[src/rtl/tt_gate_pkg.sv]
// Shared types and helpers for the programmable truth-table gate.
// Tables use the hex-name convention: the table MSB is the output for row 0.
package tt_gate_pkg;

  typedef enum logic [0:0] {
    RUN  = 1'b0,
    LOAD = 1'b1
  } state_e;

  localparam int MAX_N_IN = 6;
  localparam int MAX_TT_W = 64;

  function automatic int tt_width(input int n_in);
    return 32'sd1 << n_in;
  endfunction

  // Row r lives at bit (tt_w-1-r), so row 0 is the most significant table bit.
  function automatic logic tt_row_bit(input logic [MAX_TT_W-1:0] tt,
                                      input int                  tt_w,
                                      input logic [MAX_N_IN-1:0] row);
    logic [MAX_N_IN-1:0] idx;
    idx = MAX_N_IN'(tt_w - 32'sd1) - row;
    return tt[idx];
  endfunction

endpackage

[src/rtl/tt_settle_filter.sv]
// Output settle filter: the candidate must disagree with the held output on
// SETTLE+1 consecutive edges before the output follows it.
module tt_settle_filter #(
  parameter int SETTLE = 4
) (
  input  logic clk,
  input  logic rst,
  input  logic cand,
  output logic out
);

  localparam int CNT_W = (SETTLE < 1) ? 1 : $clog2(SETTLE + 1);
  localparam logic [CNT_W-1:0] CNT_MAX = CNT_W'(SETTLE);

  logic [CNT_W-1:0] cnt_r;
  logic             out_r;

  // Disagreement run counter and held output.
  always_ff @(posedge clk or posedge rst) begin
    if (rst) begin
      cnt_r <= '0;
      out_r <= 1'b0;
    end else if (cand == out_r) begin
      cnt_r <= '0;
    end else if (cnt_r == CNT_MAX) begin
      out_r <= cand;
      cnt_r <= '0;
    end else begin
      cnt_r <= cnt_r + 1'b1;
    end
  end

  assign out = out_r;

endmodule

[src/rtl/tt_gate_eval.sv]
// Runtime-programmable N_IN-input truth-table gate with a serial table loader
// and a settle-filtered registered output.
module tt_gate_eval
  import tt_gate_pkg::*;
#(
  parameter int                     N_IN     = 3,
  parameter int                     SETTLE   = 4,
  parameter logic [(1<<N_IN)-1:0]   RESET_TT = '0
) (
  input  logic            clk,
  input  logic            rst,
  input  logic [N_IN-1:0] in,
  input  logic            cfg_load,
  input  logic            cfg_valid,
  input  logic            cfg_bit,
  output logic            cfg_busy,
  output logic            cfg_done,
  output logic            out
);

  localparam int TT_W = tt_width(N_IN);
  localparam logic [N_IN-1:0] LAST_BIT = {N_IN{1'b1}};

  state_e          state_r, state_s;
  logic [TT_W-1:0] shadow_r, shadow_s;
  logic [TT_W-1:0] active_tt_r;
  logic [N_IN-1:0] bcnt_r, bcnt_s;
  logic [N_IN-1:0] in_q_r;
  logic            commit_s;
  logic            cand_s;
  logic            cfg_busy_r;
  logic            cfg_done_r;

  // Loader next-state: a cfg_load always restarts, even on the final bit.
  always_comb begin
    state_s  = state_r;
    shadow_s = shadow_r;
    bcnt_s   = bcnt_r;
    commit_s = 1'b0;
    case (state_r)
      RUN: begin
        if (cfg_load) begin
          state_s  = LOAD;
          shadow_s = '0;
          bcnt_s   = '0;
        end else begin
          state_s  = RUN;
        end
      end
      LOAD: begin
        if (cfg_load) begin
          shadow_s = '0;
          bcnt_s   = '0;
        end else if (cfg_valid) begin
          shadow_s = {shadow_r[TT_W-2:0], cfg_bit};
          if (bcnt_r == LAST_BIT) begin
            commit_s = 1'b1;
            state_s  = RUN;
            bcnt_s   = '0;
          end else begin
            bcnt_s   = bcnt_r + 1'b1;
          end
        end else begin
          state_s  = LOAD;
        end
      end
      default: begin
        state_s  = RUN;
        shadow_s = '0;
        bcnt_s   = '0;
      end
    endcase
  end

  // Loader state, tables, input register and status flags.
  always_ff @(posedge clk or posedge rst) begin
    if (rst) begin
      state_r     <= RUN;
      shadow_r    <= '0;
      bcnt_r      <= '0;
      active_tt_r <= RESET_TT;
      in_q_r      <= '0;
      cfg_busy_r  <= 1'b0;
      cfg_done_r  <= 1'b0;
    end else begin
      state_r    <= state_s;
      shadow_r   <= shadow_s;
      bcnt_r     <= bcnt_s;
      in_q_r     <= in;
      cfg_busy_r <= (state_s == LOAD);
      cfg_done_r <= commit_s;
      if (commit_s) begin
        active_tt_r <= shadow_s;
      end
    end
  end

  assign cand_s = tt_row_bit(MAX_TT_W'(active_tt_r), TT_W, MAX_N_IN'(in_q_r));

  tt_settle_filter #(
    .SETTLE (SETTLE)
  ) u_filter (
    .clk  (clk),
    .rst  (rst),
    .cand (cand_s),
    .out  (out)
  );

  assign cfg_busy = cfg_busy_r;
  assign cfg_done = cfg_done_r;

endmodule

[config.mk]
export PLATFORM = sky130hd
export DESIGN_NAME = tt_gate_eval
export DESIGN_NICKNAME = d
export VERILOG_FILES = /design/src/rtl/tt_gate_pkg.sv /design/src/rtl/tt_settle_filter.sv /design/src/rtl/tt_gate_eval.sv
export SDC_FILE = /design/constraint.sdc
export NUM_CORES = 1
export LEC_CHECK = 0
export CORE_MARGIN = 3
export CORE_UTILIZATION = 54
export DETAILED_ROUTE_END_ITERATION = 8
export HOLD_SLACK_MARGIN = 0.08
export PLACE_DENSITY = 0.76
export REMOVE_ABC_BUFFERS = 1
export SKIP_CTS_REPAIR_TIMING = 1
export SLEW_MARGIN = 40
export SYNTH_ARGS = -nofsm -noshare
export SYNTH_HDL_FRONTEND = slang
export SYNTH_SLANG_ARGS = --single-unit
export TNS_END_PERCENT = 5
[constraint.sdc]
create_clock -name clk -period 2.2 [get_ports clk]
set_clock_uncertainty 0.05 [all_clocks]
set_input_delay 0.66 -clock clk [delete_from_list [all_inputs] [get_ports clk]]
set_output_delay 0.66 -clock clk [all_outputs]
set_load 0.05 [all_outputs]
==> metrics.log, run 1 <==
INFO  metric cts.sink_count = 27
INFO  metric outcome = finished clean
INFO  metric route.detailed.drc = 0
INFO  metric detailed_place_hpwl = 1393 µm
INFO  metric seqCellArea = around 680 µm²
INFO  metric max_cap_viol_count = 0
INFO  metric design.portCount = 11
INFO  metric post_synth_num_cell_types = 19
INFO  metric cell_at_the_root_of_the_clock_tree = sky130_fd_sc_hd__clkbuf_4
INFO  metric arrival = slightly above 2 ns
INFO  metric detail_route.iter0.violations = 10
INFO  metric worst_slew_pin_slew = between 0.5 and 0.6 ns
INFO  metric number_of_flops_mapped_to_enable_cells_by_yosys = 0
INFO  metric drt-pass1-iter-count = 4
INFO  metric hold-worst-slack = about 0.47 ns
INFO  metric maxClockFrequency = 536.6 MHz
INFO  metric startpoint = cfg_valid
INFO  metric yosys.area.top_type = sky130_fd_sc_hd__dfrtp_1
INFO  metric area_delta_synth_final = 14.52%
INFO  metric crit-reg2reg-capture = active_tt_r[6]
INFO  metric final_hold_viol_count = 0
INFO  metric grt_pass1_wl = approximately 3500 µm
INFO  metric unrepaired_setup_endpoints_after_global_routing = no
INFO  metric cp-start-kind = input port
INFO  metric yosysSeqAreaShare = 58.06%
INFO  metric clkLatencyLatePin = between 0.3 and 0.4 ns
INFO  metric dominantRegCellSynth = sky130_fd_sc_hd__dfrtp_1
INFO  metric synthMostInstantiatedCell = sky130_fd_sc_hd__dfrtp_1
INFO  metric syn_inst = 100
INFO  metric core.rowCount = 16
INFO  metric vdd.ir_drop.worst = 0.0003777 V
INFO  metric gp_routability_congestion = between 0.7 and 0.8
INFO  metric place.port_buffers = 10
INFO  metric async_reset_ff_share = 100.0%
INFO  metric fillCellCount = ~160
INFO  metric share_of_the_cycle_needed_by_the_critical_path_after_routing = a little over four fifths
INFO  metric syn_avg_cell_area = 11.64 µm²
INFO  metric post_synth_most_frequent_cells = sky130_fd_sc_hd__dfrtp_1 (27), sky130_fd_sc_hd__nand2_1 (24), sky130_fd_sc_hd__mux2_2 (12), sky130_fd_sc_hd__a21oi_1 (11)
INFO  metric maxSlewViolCount = 0
INFO  metric crit_fanout = 9
INFO  metric design.core.area = 2002 µm²
INFO  metric synth-warning-count = 0
INFO  metric floorplan.die_area = roughly 2700 µm²
INFO  metric reg2regPathDepth = 4
INFO  metric hold_end = active_tt_r[1]
INFO  metric vias_in_the_first_global_route = just under 800
INFO  metric critical_path.cell_chain = clkdlybuf4s50_1 > nand4b_1 > mux2_2
INFO  metric finalNetCount = around 130
INFO  metric path_clk_slew = between 0.1 and 0.15 ns
INFO  metric timing.final.setup_violations = 0
INFO  metric hold_path_startpoint = active_tt_r[1]
INFO  metric flop2flop_setup_slack = 0.40 ns
INFO  metric antenna_found_initial = 0
INFO  metric die_w = 52.42 µm
INFO  metric critPathRequiredTime = about 2.4 ns
INFO  metric critPathCaptureType = flop
INFO  metric powerDensity = 571.7 nW/µm²
INFO  metric ys_seq_elements = 27
INFO  metric whs_path_depth = 1
INFO  metric cts.htree.levels = 1
INFO  metric grt_start_max_net_pins = 28
INFO  metric worst_hold_path_type = flop to flop
INFO  metric cts_tree = yes
INFO  metric finish.utilization = between 60 and 70%
INFO  metric cts_made_buffers = 3
INFO  metric reg2reg_from = bcnt_r[0]
INFO  metric clock_path_buffers = 2
INFO  metric slew-limit-headroom = about two thirds
INFO  metric post_synth_instance_area = 1164 µm²
INFO  metric synth_largest_type_area_fraction = 58.06%
INFO  metric timing.final.crit_period = 1.864 ns
INFO  metric totalPowerFinal = roughly 0.00076 W
INFO  metric die_y = around 52 µm
INFO  metric gr-usage-all-layers = 17.40%
INFO  metric post_synth_main_area_contributors = sky130_fd_sc_hd__dfrtp_1 (58%), sky130_fd_sc_hd__mux2_2 (12%), sky130_fd_sc_hd__nand2_1 (7.7%)
INFO  metric criticalPathCategory = input port to flop
INFO  metric critical-path-top-delay-family = buffers and inverters
INFO  metric totalWireLength = approximately 1900 µm
INFO  metric crit_buf_inv = 1
INFO  metric vias_per_cell = around 5.4
INFO  metric detailroute.via_count = ~760
INFO  metric grt_overflow = 0
INFO  metric antenna_cells_inserted = 0
INFO  metric start_util = 58.12%
INFO  metric remaining_number_of_nets_flagged_by_the_antenna_check_after_routing = 0
INFO  metric power_leakage = 0.6483 nW
INFO  metric wl_per_cell = between 10 and 15 µm
INFO  metric slowest_stage = sky130_fd_sc_hd__clkdlybuf4s50_1
INFO  metric slowest_delay = around 0.5 ns
INFO  metric layout-drive-gt1-share = a little under a fifth
INFO  metric multi_input_comb_area = around 460 µm²
==> cell families (layout without fill, tap and decap cells) <==
kind of cell / Yosys count / count (layout) / share of synthesized area (%)
and+or+nand+nor: 31 / 31 / 11.83
buffers and inverters: 7 / 21 / 2.258
adders and majority gates: 4 / 4 / 4.301
DFF: 27 / 27 / 58.06
AOI/OAI and AO/OA: 14 / 14 / 6.451
muxes: 17 / 17 / 17.10
==> sequential cells by signal (all words and copies together) (netlist names) <==
| register | cells |
|---|---|
| u_filter.cnt_r | 3 |
| in_q_r | 3 |
| active_tt_r | 8 |
| cfg_done | 1 |
| u_filter.out | 1 |
| cfg_busy | 1 |
| shadow_r | 7 |
| bcnt_r | 3 |
==> worst max path at each step <==
stage | end | cells past startpoint | slack [ns]
after floorplan | u_filter.out | 3 | 0.53
after global placement | active_tt_r[7] | 3 | 0.02
after detailed placement | active_tt_r[6] | 3 | -0.02
after CTS | cfg_done | 1 | 0.02
after global routing | active_tt_r[4] | 4 | 0.26
final | active_tt_r[6] | 3 | 0.34
==> cells in the final DEF, fill, tap and decap left out, drive strengths merged <==
cell type,Yosys,final
ha,4,4
a21oi,11,11
clkbuf,3,4
buf,0,5
clkdlybuf4s50,0,7
nand4b,1,1
nand2,24,24
nor3b,1,1
mux4,1,1
a21o,1,1
o21bai,1,1
dlymetal6s2s,0,1
o21ai,1,1
dfrtp,27,27
mux2i,3,3
inv,4,4
and2,1,1
nor2b,1,1
mux2,13,13
or3,1,1
nand2b,2,2
==> area by class of cell <==
class / count / share of cell area [%]
multi-input combinational: 66 / 34.65
inverter: 4 / 1.127
sequential: 27 / 50.70
tap: 27 / 2.535
timing repair buffer: 13 / 9.014
clock buffer: 4 / 1.972
==> metal layers <==
layer  track usage (%)  up-vias  wire length (µm)
met5                 0        -                 0
met4             5.957        0                26
met3             5.698        6               112
met2             28.72       22               904
met1             21.18      365               881
li1                  -      364                 -
==> per-stage QoR <==
step | area (µm²) | cells | TNS, ns | setup WS [ns]
floorplan | 1152 | 97 | 0 | 0.5266
global placement | 1304 | 137 | 0 | 0.01536
detailed placement | 1304 | 137 | -0.06648 | -0.02114
CTS | 1330 | 141 | 0 | 0.02147
global route | 1333 | 141 | 0 | 0.2568
finish | 1333 | 141 | 0 | 0.3363
==> where the power goes <==
part	leakage (nW)	switching (W)	total, W	internal (W)
Combinational	0.270	0.0000244	0.0000458	0.0000213
Sequential	0.363	0.00000581	0.000510	0.000504
Clock	0.0150	0.000136	0.000206	0.0000709
(Power assumes the default switching activity.)
==> inputs of run 2 (changes only) <==
--- a/config.mk
+++ b/config.mk
@@ -6,10 +6,10 @@
 export NUM_CORES = 1
 export LEC_CHECK = 0
 export CORE_MARGIN = 3
-export CORE_UTILIZATION = 54
+export CORE_UTILIZATION = 49
 export DETAILED_ROUTE_END_ITERATION = 8
 export HOLD_SLACK_MARGIN = 0.08
-export PLACE_DENSITY = 0.76
+export PLACE_DENSITY = 0.73
 export REMOVE_ABC_BUFFERS = 1
 export SKIP_CTS_REPAIR_TIMING = 1
 export SLEW_MARGIN = 40
==> constraint.sdc (replaced) <==
create_clock -name clk -period 1.5 [get_ports clk]
set_clock_uncertainty 0.05 [all_clocks]
set_input_delay 0.45 -clock clk [delete_from_list [all_inputs] [get_ports clk]]
set_output_delay 0.45 -clock clk [all_outputs]
set_load 0.05 [all_outputs]
==> run 2 against run 1 <==
Compared with the run above: largest cell class unchanged; total power rose by 48%; worst hold slack got worse by 0.085 ns; die area rose by 9.0%; sequential share of layout area fell by 5.7 points; routed wire length rose by 4.3%; cell area rose by 13%; cell count rose by 5.7%; sequential cell count did not move; worst setup slack got worse by 0.57 ns; non-clock buffer count rose by 7; combinational power rose by 78%; the flow now finishes with violations (negative setup slack); critical endpoint is now u_filter.cnt_r[1]; first-iteration DRC count rose by 10%.
==> metrics.log, run 2 (synthesis gave the netlist of run 1 again) <==
INFO  metric outcome = finished with violations (was finished clean)
INFO  metric failed_checks = negative setup slack
INFO  metric clkLatencyLatePin = 0.32 ns (about the same)
INFO  metric crit_fanout = 4 (was 9)
INFO  metric criticalPathCategory = flop to flop (was input port to flop)
INFO  metric slowest_delay = 0.52 ns (was 0.51 ns)
INFO  metric antenna_cells_inserted = 0 (unchanged)
INFO  metric gp_routability_congestion = 0.7183 (was 0.7342)
INFO  metric power_leakage = 0.7188 nW (was 0.6483 nW)
INFO  metric floorplan.die_area = 2995 µm² (was 2748 µm²)
INFO  metric totalWireLength = 2007 µm (was 1925 µm)
INFO  metric worst_slew_pin_slew = 0.2672 ns (was 0.5037 ns)
INFO  metric layout-drive-gt1-share = 28.10% (was 18.42%)
INFO  metric cts_made_buffers = 3 (unchanged)
INFO  metric remaining_number_of_nets_flagged_by_the_antenna_check_after_routing = 0 (unchanged)
INFO  metric area_delta_synth_final = 29.14% (was 14.52%)
INFO  metric unrepaired_setup_endpoints_after_global_routing = yes (was no)
INFO  metric critPathCaptureType = flop (unchanged)
INFO  metric totalNegativeSetupSlack = -1.210 ns (was 0 ns)
INFO  metric design.portCount = 11 (unchanged)
INFO  metric route.detailed.drc = 0 (unchanged)
INFO  metric layout_common_cells = sky130_fd_sc_hd__dfrtp_1 (26), sky130_fd_sc_hd__nand2_1 (24), sky130_fd_sc_hd__a21oi_1 (10), sky130_fd_sc_hd__mux2_4 (10), sky130_fd_sc_hd__buf_4 (8) (was sky130_fd_sc_hd__dfrtp_1 (27), sky130_fd_sc_hd__nand2_1 (24), sky130_fd_sc_hd__mux2_2 (12))
INFO  metric place.port_buffers = 10 (unchanged)
INFO  metric slowest_stage = sky130_fd_sc_hd__mux4_2 (was sky130_fd_sc_hd__clkdlybuf4s50_1)
INFO  metric maxClockFrequency = roughly 580 MHz
INFO  metric powerDensity = 752.7 nW/µm² (was 571.7 nW/µm²)
INFO  metric grt_pass1_wl = 3222 µm (was 3498 µm)
INFO  metric setup_ws_pre_cts = -0.2953 ns (was -0.02114 ns)
INFO  metric layout_setup_ws = -0.2364 ns (was 0.3363 ns)
INFO  metric layout_commonest_cell = sky130_fd_sc_hd__dfrtp_1 (unchanged)
INFO  metric critPathRequiredTime = 1.69 ns (was 2.36 ns)
INFO  metric startpoint = in_q_r[0] (was cfg_valid)
INFO  metric final_hold_viol_count = 0 (unchanged)
INFO  metric vias_per_cell = 5.134 (was 5.369)
INFO  metric design.core.area = 2233 µm² (was 2002 µm²)
INFO  metric maxSlewViolCount = 0 (unchanged)
INFO  metric slew-limit-headroom = 82.19% (was 66.37%)
INFO  metric die_y = 54.73 µm (was 52.42 µm)
INFO  metric regMostFlops = active_tt_r (unchanged)
INFO  metric grt_start_max_net_pins = 28 (unchanged)
INFO  metric path_clk_slew = 0.14 ns (was 0.13 ns)
INFO  metric largest_reg_flops = 8 (unchanged)
INFO  metric cts.sink_count = 27 (unchanged)
INFO  metric core.rowCount = 17 (was 16)
INFO  metric grt_overflow = 0 (unchanged)
INFO  metric detailroute.via_count = 765 (was 757)
INFO  metric max_cap_viol_count = 0 (unchanged)
INFO  metric drt-pass1-iter-count = 2 (was 4)
INFO  metric die_w = 54.73 µm (was 52.42 µm)
INFO  metric finalNetCount = 134 (was 127)
INFO  metric vias_in_the_first_global_route = 763 (was 771)
INFO  metric wl_per_cell = 13.47 µm (was 13.65 µm)
INFO  metric antenna_found_initial = 0 (unchanged)
INFO  metric cell_at_the_root_of_the_clock_tree = sky130_fd_sc_hd__clkbuf_4 (unchanged)
INFO  metric biggestRegsByFlops = active_tt_r (8), shadow_r (7) (unchanged)
INFO  metric vdd.ir_drop.worst = 0.0006548 V (was 0.0003777 V)
INFO  metric detailed_place_hpwl = 1491 µm (was 1393 µm)
INFO  metric timing.final.crit_period = ~1.7 ns
INFO  metric start_util = 52.10% (was 58.12%)
INFO  metric clock_path_buffers = 2 (unchanged)
INFO  metric reg2regPathDepth = 4 (unchanged)
INFO  metric cp-start-kind = flop (was input port)
INFO  metric worst_hold_path_type = input port to asynchronous set/reset pin (was flop to flop)
INFO  metric cts.htree.levels = 1 (unchanged)
INFO  metric cts_tree = yes (unchanged)
INFO  metric reg2reg_from = in_q_r[0] (was bcnt_r[0])
INFO  metric detail_route.iter0.violations = 11 (was 10)
INFO  metric timing.final.setup_violations = 13 (was 0)
INFO  metric critical_path.cell_chain = mux2_1 > mux4_2 > buf_4 > mux2i_1 (was clkdlybuf4s50_1 > nand4b_1 > mux2_2)
INFO  metric arrival = 1.93 ns (was 2.02 ns)
INFO  metric gr-usage-all-layers = 15.43% (was 17.40%)
INFO  metric share_of_the_cycle_needed_by_the_critical_path_after_routing = 115.8%
-- run 2: path summary, 6_finish.rpt --
kind | end | slack (ns)
worst min-delay path | shadow_r[5] | 0.39
max in group asynchronous | in_q_r[0] | 0.85
min in group clk | active_tt_r[3] | 0.48
worst max register to register | u_filter.cnt_r[1] | -0.24
worst max-delay path | u_filter.cnt_r[1] | -0.24
worst min register to register | active_tt_r[3] | 0.48
-- run 2: power breakdown --
| part | switching [W] | total (W) | internal [W] | leakage (nW) |
|---|---|---|---|---|
| logic | 0.0000392 | 0.0000817 | 0.0000425 | 0.339 |
| registers | 0.00000922 | 0.000748 | 0.000739 | 0.362 |
| clock network | 0.000201 | 0.000301 | 0.0000998 | 0.0177 |
-- run 2: metrics by stage --
step	total power [W]	std cells	util (%)	area, µm²	hold slack [ns]
after floorplan	0.0007893	97	-	1152	0.4219
after global placement	0.0008393	145	63.47	1418	0.4341
after detailed placement	0.0008414	145	63.47	1418	0.4412
after CTS	0.001142	149	64.71	1445	0.3769
after global routing	0.001182	149	67.28	1503	0.4035
final	0.001131	149	67.28	1503	0.3872
-- run 2: cell type report --
class | instances | area [µm²]
Tap cell | 28 | 35.03
Clock buffer | 3 | 22.52
Multi-Input combinational cell | 66 | 518.0
Clock inverter | 1 | 5.005
Inverter | 4 | 15.01
Timing Repair Buffer | 20 | 230.2
Sequential cell | 27 | 676.9
Fill cell | 176 | 730.7
-- run 2: critical path, delay by kind of cell (launching register included) --
family | cells | cell delay [ns]
buffers and inverters | 1 | 0.16
DFF | 1 | 0.47
muxes | 3 | 0.98
-- run 2: metal layers --
layer  share of wire [%]  vias to the layer above  GRT usage (%)  wire (µm)
met3                 4.0                        2          5.995         81
met2                  52                       11          28.54       1040
met5                   0                        -              0          0
li1                    -                      378              -          -
met1                  44                      374          16.08        876
met4                0.40                        0          3.734          8
==> inputs of run 3 (changes only) <==
--- a/config.mk
+++ b/config.mk
@@ -5,11 +5,12 @@
 export SDC_FILE = /design/constraint.sdc
 export NUM_CORES = 1
 export LEC_CHECK = 0
+export ABC_CLOCK_PERIOD_IN_PS = 2000
 export CORE_MARGIN = 3
-export CORE_UTILIZATION = 49
+export CORE_UTILIZATION = 58
 export DETAILED_ROUTE_END_ITERATION = 8
 export HOLD_SLACK_MARGIN = 0.08
-export PLACE_DENSITY = 0.73
+export PLACE_DENSITY = 0.81
 export REMOVE_ABC_BUFFERS = 1
 export SKIP_CTS_REPAIR_TIMING = 1
 export SLEW_MARGIN = 40
==> constraint.sdc (replaced) <==
create_clock -name clk -period 2 [get_ports clk]
set_clock_uncertainty 0.05 [all_clocks]
set_input_delay 0.6 -clock clk [delete_from_list [all_inputs] [get_ports clk]]
set_output_delay 0.6 -clock clk [all_outputs]
set_load 0.05 [all_outputs]
==> run 3 against run 2 <==
Compared with the run above: the run now ends clean; register-to-register slack gained 0.47 ns; largest cell class unchanged; cell area is 10% lower; critical path depth decreased by 1; first-iteration DRC count grew 9.1%; combinational power shrank 39%; worst hold slack better by 0.085 ns.
==> metrics.log, run 3 (synthesis gave the netlist of run 1 again) <==
INFO  metric gp_routability_congestion = 0.7333 (was 0.7183)
INFO  metric power_leakage = 0.6423 nW (was 0.7188 nW)
INFO  metric layout-drive-gt1-share = 20.00% (was 28.10%)
INFO  metric cp-start-kind = flop (unchanged)
INFO  metric hold_path_startpoint = active_tt_r[6]
INFO  metric detail_route.iter0.violations = 12 (was 11)
INFO  metric arrival = 1.94 ns (was 1.93 ns)
INFO  metric vias_per_cell = 5.357 (was 5.134)
INFO  metric crit-reg2reg-capture = u_filter.out (was u_filter.cnt_r[1])
INFO  metric stdcell_count = 140 (was 149)
INFO  metric die_w = 50.79 µm (was 54.73 µm)
INFO  metric regMostFlops = active_tt_r (unchanged)
INFO  metric grt_start_max_net_pins = 28 (unchanged)
INFO  metric timing.final.crit_period = 1.767 ns (was 1.736 ns)
INFO  metric final_hold_viol_count = 0 (unchanged)
INFO  metric floorplan.die_area = 2580 µm² (was 2995 µm²)
INFO  metric detailed_place_hpwl = 1393 µm (was 1491 µm)
INFO  metric finish.utilization = 74.65% (was 67.28%)
INFO  metric design.portCount = 11 (unchanged)
INFO  metric reg2regPathDepth = 3 (was 4)
INFO  metric clkLatencyLatePin = 0.31 ns (was 0.32 ns)
INFO  metric outcome = finished clean (was finished with violations)
INFO  metric critPathRequiredTime = 2.17 ns (was 1.69 ns)
INFO  metric antenna_found_initial = 0 (unchanged)
INFO  metric totalWireLength = 1820 µm (was 2007 µm)
INFO  metric cts_made_buffers = 3 (unchanged)
INFO  metric layout_common_cells = sky130_fd_sc_hd__dfrtp_1 (27), sky130_fd_sc_hd__nand2_1 (24), sky130_fd_sc_hd__mux2_2 (12) (was sky130_fd_sc_hd__dfrtp_1 (26), sky130_fd_sc_hd__nand2_1 (24), sky130_fd_sc_hd__a21oi_1 (10), sky130_fd_sc_hd__mux2_4 (10), sky130_fd_sc_hd__buf_4 (8))
INFO  metric cts.sink_count = 27 (unchanged)
INFO  metric unrepaired_setup_endpoints_after_global_routing = no (was yes)
INFO  metric vdd.ir_drop.worst = 0.0005490 V (was 0.0006548 V)
INFO  metric maxSlewViolCount = 0 (unchanged)
INFO  metric grt_pass1_wl = 3180 µm (was 3222 µm)
INFO  metric slowest_delay = 0.55 ns (was 0.52 ns)
INFO  metric die_y = 50.79 µm (was 54.73 µm)
INFO  metric wl_per_cell = 13.00 µm (was 13.47 µm)
INFO  metric criticalPathCategory = flop to flop (unchanged)
INFO  metric remaining_number_of_nets_flagged_by_the_antenna_check_after_routing = 0 (unchanged)
INFO  metric clock_path_buffers = 2 (unchanged)
INFO  metric biggestRegsByFlops = active_tt_r (8), shadow_r (7) (unchanged)
INFO  metric share_of_the_cycle_needed_by_the_critical_path_after_routing = 88.37% (was 115.8%)
INFO  metric area_delta_synth_final = 15.59% (was 29.14%)
INFO  metric slowest_stage = sky130_fd_sc_hd__mux4_2 (unchanged)
INFO  metric route.detailed.drc = 0 (unchanged)
INFO  metric design.core.area = 1802 µm² (was 2233 µm²)
INFO  metric cts.htree.levels = 1 (unchanged)
INFO  metric critPathCaptureType = flop (unchanged)
INFO  metric max_cap_viol_count = 0 (unchanged)
INFO  metric cell_at_the_root_of_the_clock_tree = sky130_fd_sc_hd__clkbuf_4 (unchanged)
INFO  metric timing.final.setup_violations = 0 (was 13)
INFO  metric worst_hold_path_type = flop to flop (was input port to asynchronous set/reset pin)
INFO  metric antenna_cells_inserted = 0 (unchanged)
INFO  metric start_util = 64.58% (was 52.10%)
INFO  metric core.rowCount = 15 (was 17)
INFO  metric setup_ws_pre_cts = 0.09759 ns (was -0.2953 ns)
INFO  metric maxClockFrequency = 565.8 MHz (was 575.9 MHz)
INFO  metric critical-path-top-delay-family = multiplexers (unchanged)
INFO  metric cts_tree = yes (unchanged)
INFO  metric finalNetCount = 128 (was 134)
INFO  metric hold_end = active_tt_r[6]
INFO  metric powerDensity = 620.0 nW/µm² (was 752.7 nW/µm²)
INFO  metric slew-limit-headroom = 78.53% (was 82.19%)
INFO  metric drt-pass1-iter-count = 4 (was 2)
INFO  metric grt_overflow = 0 (unchanged)
INFO  metric path_clk_slew = 0.13 ns (was 0.14 ns)
INFO  metric largest_reg_flops = 8 (unchanged)
INFO  metric dp_cells = 136 (was 145)
INFO  metric reg2reg_from = in_q_r[0] (unchanged)
INFO  metric totalNegativeSetupSlack = 0 ns (was -1.210 ns)
INFO  metric whs_path_depth = 1
INFO  metric detailroute.via_count = 750 (was 765)
INFO  metric place.port_buffers = 10 (unchanged)
INFO  metric vias_in_the_first_global_route = 722 (was 763)
INFO  metric worst_slew_pin_slew = 0.3220 ns (was 0.2672 ns)
INFO  metric layout_commonest_cell = sky130_fd_sc_hd__dfrtp_1 (unchanged)
INFO  metric layout_setup_ws = 0.2326 ns (was -0.2364 ns)
INFO  metric gr-usage-all-layers = 16.69% (was 15.43%)
INFO  metric crit_buf_inv = 0 (was 1)
INFO  metric crit_fanout = 4 (unchanged)
INFO  metric flop2flop_setup_slack = 0.23 ns (was -0.24 ns)
INFO  metric critical_path.cell_chain = mux2_1 > mux4_2 > mux2_2 (was mux2_1 > mux4_2 > buf_4 > mux2i_1)
[run 3: cell types whose count changed in the layout (fill, tap and decap cells not counted), sizes merged]
| cell | change |
|---|---|
| clkbuf | +1 |
| buf | -6 |
| clkinv | -1 |
[run 3: how the worst max path moves through the flow]
stage / startpoint / end / slack [ns] / cells past startpoint
floorplan: in_q_r[0] / u_filter.out / 0.33 / 3
global placement: cfg_valid / active_tt_r[3] / 0.13 / 4
detailed placement: cfg_valid / active_tt_r[7] / 0.1 / 4
CTS: in_q_r[0] / u_filter.out / 0.22 / 3
global route: in_q_r[0] / u_filter.out / 0.16 / 3
finish: in_q_r[0] / u_filter.out / 0.23 / 3
[run 3: cell type report]
| type | instances | area, µm² |
|---|---|---|
| inverter | 4 | 15.01 |
| fill | 138 | 456.7 |
| timing repair buffer | 14 | 135.1 |
| multi-input combinational | 66 | 461.7 |
| sequential | 27 | 675.6 |
| clock buffer | 4 | 26.28 |
| tap | 25 | 31.28 |
[run 3: power breakdown]
| part | switching [W] | internal, W | leakage [nW] |
|---|---|---|---|
| combinational | 0.0000262 | 0.0000238 | 0.264 |
| sequential | 0.00000665 | 0.000554 | 0.363 |
| clock | 0.000145 | 0.0000779 | 0.0150 |
[run 3: metal layers]
metal,global-route usage (%),vias to the layer above,routed length [µm]
met4,6.726,0,33
met2,27.61,12,888
met3,2.967,4,58
li1,-,367,-
met1,21.71,367,839
met5,0,-,0
[run 3: stage by stage]
stage | hold slack (ns) | area [µm²] | power, W
floorplan | 0.4219 | 1152 | 0.0005920
global placement | 0.4362 | 1319 | 0.0006198
detailed placement | 0.4445 | 1319 | 0.0006226
CTS | 0.4765 | 1345 | 0.0008449
global route | 0.4998 | 1345 | 0.0008805
finish | 0.4726 | 1345 | 0.0008339
